## src/rtl/upload_pkg.sv

```systemverilog
// Shared definitions for the upload packer.
// Contents: FSM state encoding, default frame header bytes and the I2C
// handler source command codes.
package upload_pkg;

  typedef enum logic [3:0] {
    S_IDLE,
    S_COLLECT,
    S_HDR0,
    S_HDR1,
    S_SRC,
    S_LEN_H,
    S_LEN_L,
    S_PAYLOAD,
    S_CSUM
  } state_t;

  localparam logic [7:0] DEF_HDR0 = 8'hAA;
  localparam logic [7:0] DEF_HDR1 = 8'h44;

  localparam logic [7:0] CMD_I2C_CONFIG = 8'h04;
  localparam logic [7:0] CMD_I2C_WRITE  = 8'h05;
  localparam logic [7:0] CMD_I2C_READ   = 8'h06;

endpackage

```

## src/rtl/upload_frame_buf.sv

```systemverilog
// Payload buffer for one frame: BUF_DEPTH x 8 RAM with one write port and one
// registered read port.
// Ports:
//   clk, rst_n       clock, asynchronous active-low reset
//   clr              return both pointers and the count to zero (frame end)
//   wr_en, wr_data   store one byte at the write pointer
//   rd_en            load rd_data from the read pointer, then advance it
//   rd_data          registered read data
//   count            bytes written since the last clear
module upload_frame_buf #(
  parameter int unsigned BUF_DEPTH = 256
) (
  input  logic                             clk,
  input  logic                             rst_n,
  input  logic                             clr,
  input  logic                             wr_en,
  input  logic [7:0]                       wr_data,
  input  logic                             rd_en,
  output logic [7:0]                       rd_data,
  output logic [$clog2(BUF_DEPTH+1)-1:0]   count
);

  localparam int unsigned PtrW = (BUF_DEPTH > 1) ? $clog2(BUF_DEPTH) : 1;
  localparam int unsigned CntW = $clog2(BUF_DEPTH + 1);

  logic [7:0]      mem [BUF_DEPTH];
  logic [PtrW-1:0] wr_ptr_q;
  logic [PtrW-1:0] rd_ptr_q;
  logic [CntW-1:0] count_q;
  logic [7:0]      rd_data_q;

  // Storage carries no reset; stale contents are never read because the
  // count gates every frame.
  always_ff @(posedge clk) begin
    if (wr_en) begin
      mem[wr_ptr_q] <= wr_data;
    end
  end

  always_ff @(posedge clk or negedge rst_n) begin
    if (!rst_n) begin
      wr_ptr_q  <= '0;
      rd_ptr_q  <= '0;
      count_q   <= '0;
      rd_data_q <= 8'h00;
    end else if (clr) begin
      wr_ptr_q <= '0;
      rd_ptr_q <= '0;
      count_q  <= '0;
    end else begin
      if (wr_en) begin
        wr_ptr_q <= wr_ptr_q + 1'b1;
        count_q  <= count_q + 1'b1;
      end
      if (rd_en) begin
        rd_data_q <= mem[rd_ptr_q];
        rd_ptr_q  <= rd_ptr_q + 1'b1;
      end
    end
  end

  assign rd_data = rd_data_q;
  assign count   = count_q;

endmodule

```

## src/rtl/upload_packer.sv

```systemverilog
// Collects a handler upload burst and emits it as one framed packet:
//   HDR0 HDR1 SRC LEN_H LEN_L PAYLOAD[N] CSUM
// CSUM is the 8-bit sum of SRC, LEN_H, LEN_L and all payload bytes.
// Ports:
//   clk, rst_n                     clock, asynchronous active-low reset
//   upload_active                  handler upload phase (high for the burst)
//   upload_req                     handler request, informational only
//   upload_data/source/valid       incoming payload byte and its source code
//   upload_ready                   packer can accept a byte this cycle
//   out_data/out_valid/out_ready   framed byte stream toward the transmitter
//   src_err                        sticky: source changed within a frame
module upload_packer
  import upload_pkg::*;
#(
  parameter int unsigned BUF_DEPTH = 256,
  parameter logic [7:0]  HDR0      = DEF_HDR0,
  parameter logic [7:0]  HDR1      = DEF_HDR1
) (
  input  logic       clk,
  input  logic       rst_n,
  input  logic       upload_active,
  input  logic       upload_req,
  input  logic [7:0] upload_data,
  input  logic [7:0] upload_source,
  input  logic       upload_valid,
  output logic       upload_ready,
  output logic [7:0] out_data,
  output logic       out_valid,
  input  logic       out_ready,
  output logic       src_err
);

  localparam int unsigned     CntW = $clog2(BUF_DEPTH + 1);
  localparam logic [CntW-1:0] Full = CntW'(BUF_DEPTH);

  state_t          state_q, state_d;
  logic [7:0]      src_q;
  logic [7:0]      csum_q;
  logic [CntW-1:0] pay_cnt_q;
  logic            src_err_q;

  logic [CntW-1:0] count;
  logic [7:0]      rd_data;
  logic [15:0]     len;
  logic            collecting;
  logic            accept;
  logic            xfer;
  logic            pay_last;
  logic            rd_en;
  logic            buf_clr;

  logic unused_upload_req;
  assign unused_upload_req = upload_req;

  upload_frame_buf #(
    .BUF_DEPTH (BUF_DEPTH)
  ) u_buf (
    .clk     (clk),
    .rst_n   (rst_n),
    .clr     (buf_clr),
    .wr_en   (accept),
    .wr_data (upload_data),
    .rd_en   (rd_en),
    .rd_data (rd_data),
    .count   (count)
  );

  assign len        = 16'(count);
  assign collecting = (state_q == S_IDLE) || (state_q == S_COLLECT);
  // Held low during reset so the handler never sees a spurious ready.
  assign upload_ready = rst_n & collecting & (count != Full);
  assign accept       = upload_valid & upload_ready;
  assign out_valid    = !collecting;
  assign xfer         = out_valid & out_ready;
  assign pay_last     = (pay_cnt_q == (count - 1'b1));
  assign src_err      = src_err_q;

  always_comb begin
    state_d = state_q;
    rd_en   = 1'b0;
    buf_clr = 1'b0;
    unique case (state_q)
      S_IDLE, S_COLLECT: begin
        // Close on a full buffer, or when the burst ends with data held
        // (a byte accepted in that same cycle still belongs to this frame).
        if ((accept && ((count + 1'b1) == Full)) ||
            (!upload_active && (accept || (count != '0)))) begin
          state_d = S_HDR0;
        end else if (accept) begin
          state_d = S_COLLECT;
        end else if (!upload_active) begin
          state_d = S_IDLE;
        end
      end
      S_HDR0:  if (xfer) state_d = S_HDR1;
      S_HDR1:  if (xfer) state_d = S_SRC;
      S_SRC:   if (xfer) state_d = S_LEN_H;
      S_LEN_H: if (xfer) state_d = S_LEN_L;
      S_LEN_L: begin
        // Prefetch the first payload byte so PAYLOAD starts without a bubble.
        if (xfer) begin
          state_d = S_PAYLOAD;
          rd_en   = 1'b1;
        end
      end
      S_PAYLOAD: begin
        if (xfer) begin
          if (pay_last) begin
            state_d = S_CSUM;
          end else begin
            rd_en = 1'b1;
          end
        end
      end
      S_CSUM: begin
        if (xfer) begin
          buf_clr = 1'b1;
          state_d = upload_active ? S_COLLECT : S_IDLE;
        end
      end
      default: state_d = S_IDLE;
    endcase
  end

  always_comb begin
    out_data = 8'h00;
    unique case (state_q)
      S_HDR0:    out_data = HDR0;
      S_HDR1:    out_data = HDR1;
      S_SRC:     out_data = src_q;
      S_LEN_H:   out_data = len[15:8];
      S_LEN_L:   out_data = len[7:0];
      S_PAYLOAD: out_data = rd_data;
      S_CSUM:    out_data = csum_q + src_q + len[15:8] + len[7:0];
      default:   out_data = 8'h00;
    endcase
  end

  always_ff @(posedge clk or negedge rst_n) begin
    if (!rst_n) begin
      state_q   <= S_IDLE;
      src_q     <= 8'h00;
      csum_q    <= 8'h00;
      pay_cnt_q <= '0;
      src_err_q <= 1'b0;
    end else begin
      state_q <= state_d;
      if (accept) begin
        csum_q <= csum_q + upload_data;
        if (count == '0) begin
          src_q <= upload_source;
        end else if (upload_source != src_q) begin
          src_err_q <= 1'b1;
        end
      end
      if ((state_q == S_PAYLOAD) && xfer) begin
        pay_cnt_q <= pay_cnt_q + 1'b1;
      end
      if (buf_clr) begin
        csum_q    <= 8'h00;
        pay_cnt_q <= '0;
      end
    end
  end

endmodule
```

## config.mk

```make
export PLATFORM = sky130hd
export DESIGN_NAME = upload_packer
export DESIGN_NICKNAME = d
export VERILOG_FILES = /design/src/rtl/upload_pkg.sv /design/src/rtl/upload_frame_buf.sv /design/src/rtl/upload_packer.sv
export SDC_FILE = /design/constraint.sdc
export NUM_CORES = 2
export LEC_CHECK = 0
export BUFFER_PORTS_ARGS = -buffer_cell sky130_fd_sc_hd__clkbuf_2
export CAP_MARGIN = 0
export CELL_PAD_IN_SITES_DETAIL_PLACEMENT = 1
export CELL_PAD_IN_SITES_GLOBAL_PLACEMENT = 2
export CORE_MARGIN = 2
export CORE_UTILIZATION = 45
export CTS_CLUSTER_SIZE = 30
export DETAILED_ROUTE_END_ITERATION = 8
export PLACE_DENSITY_LB_ADDON = 0.1
export SYNTH_ARGS = -nofsm -noshare
export SYNTH_HDL_FRONTEND = slang
export SYNTH_SLANG_ARGS = --single-unit
```

## constraint.sdc

```tcl
create_clock -name clk -period 3 [get_ports clk]
set_input_delay 0.15 -clock clk [delete_from_list [all_inputs] [get_ports clk]]
set_output_delay 0.15 -clock clk [all_outputs]
set_load 0.005 [all_outputs]
```

**Word-level counts from Yosys, hierarchy flattened**

Memory sizes are Yosys's and may differ from the RTL's. A register that Yosys moved wholly into a read port is not among the register bits.
Cells that the tools add are included.

- Flip-flop bits (word level): 55
- RAM bits: 2048
- Bits of input ports: 22
- Memories kept: 1

- $add $sub $neg: 9
- Equal/unequal tests: 21
- Multiplexer cells: 31
- Bitwise gates (word level): 6
- Reduce and logical (&&, ||, !) cells: 20

Memory list:

| memory | words | width | read ports | clocked after Yosys merged registers in | write ports | line | text |
|---|---|---|---|---|---|---|---|
| u_buf.mem | 256 | 8 | 1 | 1 | 1 | upload_frame_buf.sv:26 | `logic [7:0] mem [BUF_DEPTH];` |

Operator list:

| cell | count |
|---|---|
| one-hot mux 8 bit (7 select lines) | 1 |
| 2-to-1 mux 8 bit | 6 |
| 2-to-1 mux 4 bit | 11 |
| 2-to-1 mux 9 bit | 4 |
| one-hot mux 4 bit (8 select lines) | 1 |
| adder 8 bit | 3 |
| adder 9 x 1 -> 9 bit (second input constant) | 2 |
| adder 8 x 1 -> 8 bit (second input constant) | 2 |
| == test 4 x 3 -> 1 bit (second input constant) | 4 |
| != test 2 bit (second input constant) | 8 |
| == test 9 bit | 1 |
| == test 9 bit (second input constant) | 1 |
| logical NOT 9 bit | 1 |
| != test 9 bit (second input constant) | 1 |
| AND reduction 9 bit | 1 |
| nonzero test 9 bit | 1 |
| subtractor 9 x 1 -> 9 bit (second input constant) | 1 |
| adder 8 x 1 -> 8 bit | 1 |
| == test 4 x 2 -> 1 bit (second input constant) | 2 |
| != test 8 bit | 1 |
| 2-to-1 mux 1 bit | 7 |
| nonzero test 2 bit | 3 |
| bitwise AND 1 bit | 4 |
| == test 4 x 1 -> 1 bit (second input constant) | 1 |
| other kinds (11) | 19 |

**Logic depth before layout (Yosys ltp)**

- Word-level depth: 10
- Gate-level depth with buffers: 13

**Hierarchy**

Synthesis repeated with hierarchy kept, for this count alone.

- Cell total of the unflattened synthesis: 4280
- Area, all modules: 84695.0 sq um

By module, submodules not included:

| module | instances | cells an instance | area each (sq um) | sequential area each (sq um) |
|---|---|---|---|---|
| upload_frame_buf | 1 | 3945 | 81705.9 | 62324.8 |
| upload_packer | 1 | 335 | 2989.1 | 750.7 |

**Worst setup path after synthesis**

Ideal clock, no wire load.

- Kind: register to register
- Start point: register state_q[1]
- End point: memory u_buf.mem[223][0] (enable)
- Setup time: 0.370 ns
- Arrival: 2.598 ns
- Slack: 0.032 ns
- Stages on the path, launching flop included: 10
- Buffers on the path: 4
- Clock period less this slack: 2.968 ns
- Cell sequence: dfrtp_1 buf_2 or4b_1 a41oi_1 and2_1 buf_2 buf_4 nand3_1 buf_2 nor2_1

- Longest elaborated chain between the ends: 7

RTL lines:

| what | line | text |
|---|---|---|
| from (decl) | upload_packer.sv:36 | `state_t state_q, state_d;` |
| from (signal assigned) | upload_packer.sv:147 | `state_q <= state_d;` |
| == test 4 x 1 -> 1 bit or logical NOT 4 bit (tied branches) | upload_packer.sv:69 | `assign collecting = (state_q == S_IDLE) \|\| (state_q == S_COLLECT);` |
| logical OR 1 bit (*) | upload_packer.sv:69 |  |
| bitwise AND 1 bit (*) (2 in series) | upload_packer.sv:71 | `assign upload_ready = rst_n & collecting & (count != Full);` |
| via upload_ready | upload_packer.sv:26 | `output logic upload_ready,` |
| bitwise AND 1 bit (*) | upload_packer.sv:72 | `assign accept = upload_valid & upload_ready;` |
| 2-to-1 mux 1 bit (*) | upload_frame_buf.sv:35 | `if (wr_en) begin` |
| 2-to-1 mux 1 bit (not written as such) (*) | upload_frame_buf.sv:36 | `mem[wr_ptr_q] <= wr_data;` |
| to (decl) | upload_frame_buf.sv:26 |  |

Mark *: on every way through the listed nets, which the timed path passes. The rest lies on a longest branch.

**Worst setup path in the final report**

- Start point: register u_buf.count_q[1] (netlist: u_buf.count[1])
- End point: output port out_data[7]

- Longest elaborated chain between the ends: 2

RTL lines:

| what | line | text |
|---|---|---|
| from (decl) | upload_frame_buf.sv:29 | `logic [CntW-1:0] count_q;` |
| from (signal assigned) | upload_frame_buf.sv:53 | `count_q <= count_q + 1'b1;` |
| adder 8 bit | upload_packer.sv:134 | `S_CSUM: out_data = csum_q + src_q + len[15:8] + len[7:0];` |
| one-hot mux 8 bit (7 select lines) | upload_packer.sv:127 | `unique case (state_q)` |
| to (decl) | upload_packer.sv:27 | `output logic [7:0] out_data,` |

No other way between the ends.

==> flow_summary.toml <==
[finish]
finalNetCount = 5070
drive_gt1_share_pct = 37.0
final_cells = 7688
layout_commonest_cell = "edfxtp_1"
final_cell_area_mm2 = 0.103
fillCellCount = 16215
area_delta_synth_final_pct = 22.4
final_util_pct = 55.4
most-common-layout-cells = "2048 x edfxtp_1, 540 x buf_4, 424 x mux4_2, 224 x clkbuf_16, 217 x mux2i_1"

[floorplanning]
ioPinCount = 33
die_area_mm2 = 0.190
initial_core_util_pct = 45.2
die_h_um = 436
core_area_mm2 = 0.185
dieWidth_um = 436
fp-row-count = 158

[synthesis]
ys_seq_area_share_pct = 75.3
synth_nets = 4355
synth_flop_cell = "edfxtp_1"
synth_warnings = 0
synth-seq-cells = 2111
avgSynthCellArea_um2 = 19.5
synth_area_mm2 = 0.0838
synthCells = 4300
synth-edff-count = 2048
synth.distinct_cells = 78
async_flop_share_pct = 2.98

[cts]
cts-root-buf = "clkbuf_16"
cts_buffers = 218
clockBufferDepth = 3
path_clk_slew_ns = 0.06
cts.sinks = 2111
clkLatencyLatePin_ns = 0.88
htreeDepth = 4
cts_tree = "built"

[sta]
hold_slack_ns = 0.121
fin_skew_ns = 0.0389
period_needed_ns = 3.52
finalSetupViolations = 14
fin_crit_sh_pct = 117
fmax_ghz = 0.284
worstMarginPinSlew_ns = 1.00
slew_headroom_pct = 33.2
slew_viol_final = 0
hold_viol = 0
rsz0062_at_grt = "yes"
setup_ws_ns = -0.520

[placement]
port_buffers = 31
dp.cells = 7136
place_area_mm2 = 0.0914
hpwl_um = 178000
routabilityCongestion = 0.862

[critical_path]
end_kind = "output port"
crit_chain = "buf_6, fa_1, ha_1, a21o_1, a21oi_2, o21bai_1, a21oi_2, o21bai_1, a2111o_1, nand3_2, clkbuf_2"
slowest_delay_ns = 0.47
crit_type = "flop to output port"
crit_path_top_delay_cell = "fa_1"
required_ns = 2.85
cp.arrival_ns = 3.37
critPathLaunchType = "flop"
crit_fanout = 2

[job]
max_cap_viol_count = 0

[global_routing]
grt-ovfl-total = 0
grt_pass1_vias = 47776
antenna_found_initial = 9
grt_pass1_wl_um = 377000
grt_max_degree = 153
grt_usage_pct = 28.3

[drt]
antenna_left = 0
drc = 0
viasPerCell = 6.03
drt_iter0_drc = 4936
firstDrtPassIters = 5
wl_per_cell_um = 34.9
vias = 46393
wirelength_um = 268000

[power]
pwr_density_cell_mw_per_mm2 = 872
p_leak_uw = 0.0335
finalPower_uw = 89500
peakVddDrop_mv = 0.580

[outcome]
outcome = "complete, but fails checks"
violations = "negative setup slack"

[worst_hold_path]
hold_class = "primary input to flop"
repair_timing:
item | CTS | global route
hold buffers | 22 | 0
setup buffers | 57 | 57
gates cloned | 11 | 3
endpoints found under the hold margin | 560 | 0
pin swaps | 62 | 53
gates resized for setup | 408 | 188
setup endpoints to repair | 1663 | 325
metal layers:
layer	vias up	GRT usage (%)	wire length [um]
met5	-	0	20
li1	19106	-	-
met4	2	8.27	8910
met2	1752	44.3	126000
met3	353	4.94	19200
met1	25180	40.8	114000
cell usage after synthesis (11+ instances only):
cell	instances	area share, %
a22o_1	14	0.15
clkbuf_1	138	0.62
and3_1	12	0.090
buf_1	20	0.090
nand3_1	66	0.39
buf_2	49	0.29
mux2i_1	226	2.7
o21ai_0	80	0.48
xnor2_1	17	0.18
nor2_1	309	1.4
and2_1	13	0.097
ha_1	24	0.36
a21oi_1	100	0.60
xor2_1	26	0.27
mux2_2	24	0.32
a221oi_1	32	0.33
or3_1	11	0.082
nand2_1	128	0.57
o221ai_1	24	0.25
a31oi_1	20	0.15
inv_1	24	0.11
buf_4	35	0.31
buf_6	22	0.30
nor2b_1	22	0.16
o22ai_1	22	0.16
a22oi_1	100	0.90
a211oi_1	26	0.23
edfxtp_1	2048	73
mux4_2	424	11
dfrtp_1	63	1.9
nor3_1	26	0.16
state kept, by name (all words and copies together), names as in the netlist, 8 cells and up:
register / flops
u_buf.wr_ptr_q: 8
src_q: 8
u_buf.rd_ptr_q: 8
u_buf.count: 9
u_buf.rd_data: 8
csum_q: 8
pay_cnt_q: 9
u_buf.mem: 2048
final cells by class:
cell class	count	area [um2]	share of cell area (%)
antenna	5	12.5	0.0122
tap	2480	3100	3.02
sequential	2111	63100	61.5
multi-input combinational	1898	21300	20.8
clock inverter	148	1610	1.57
timing repair buffer	760	7670	7.47
inverter	26	100	0.0976
clock buffer	260	5700	5.55
final timing paths:
kind,from,endpoint,slack [ns],cells after the start
max in group asynchronous,rst_n,u_buf.rd_ptr_q[3],1.46,5
worst max-delay path,u_buf.count[1],out_data[7],-0.52,11
min in group asynchronous,rst_n,csum_q[5],0.36,4
worst min register to register,src_err,src_err,0.47,1
worst max register to register,u_buf.rd_ptr_q[0],u_buf.rd_data[3],-0.17,11
worst min-delay path,upload_source[7],src_q[7],0.12,3
worst max-delay path, delay by kind of cell (launching register included):
family / cells / cell delay [ns]
buf+inv: 2 / 0.25
compound gates: 6 / 1.08
simple gates: 1 / 0.07
fa+ha+maj: 2 / 0.76
flops: 1 / 0.38
report_power, final:
| part | internal (uW) | total (uW) | switching, uW | leakage, uW |
|---|---|---|---|---|
| Combinational | 13600 | 28400 | 14900 | 0.0107 |
| Clock | 16100 | 27800 | 11700 | 0.00356 |
| Sequential | 32600 | 33300 | 623 | 0.0192 |
cells by family (layout without fill, tap and decap cells):
| group | Yosys count | after routing | share of synthesized area (%) |
|---|---|---|---|
| AOI/OAI and AO/OA | 508 | 508 | 4.18 |
| and+or+nand+nor | 640 | 640 | 3.38 |
| DFF | 2111 | 2111 | 75.3 |
| other | 0 | 5 | 0 |
| muxes | 674 | 674 | 14.4 |
| xor gates and xnor gates | 43 | 43 | 0.449 |
| buffers and inverters | 291 | 1194 | 1.74 |
| adders and majority gates | 33 | 33 | 0.573 |
metrics by stage:
step | TNS [ns] | setup slack, ns
2_1_floorplan | 0 | 0.0317
3_3_place_gp | -157.65 | -0.617
3_5_place_dp | -179.42 | -0.549
4_1_cts | -3.18 | -0.618
5_1_grt | -3.86 | -0.683
6_report | -2.49 | -0.520
(Power assumes the default switching activity.)
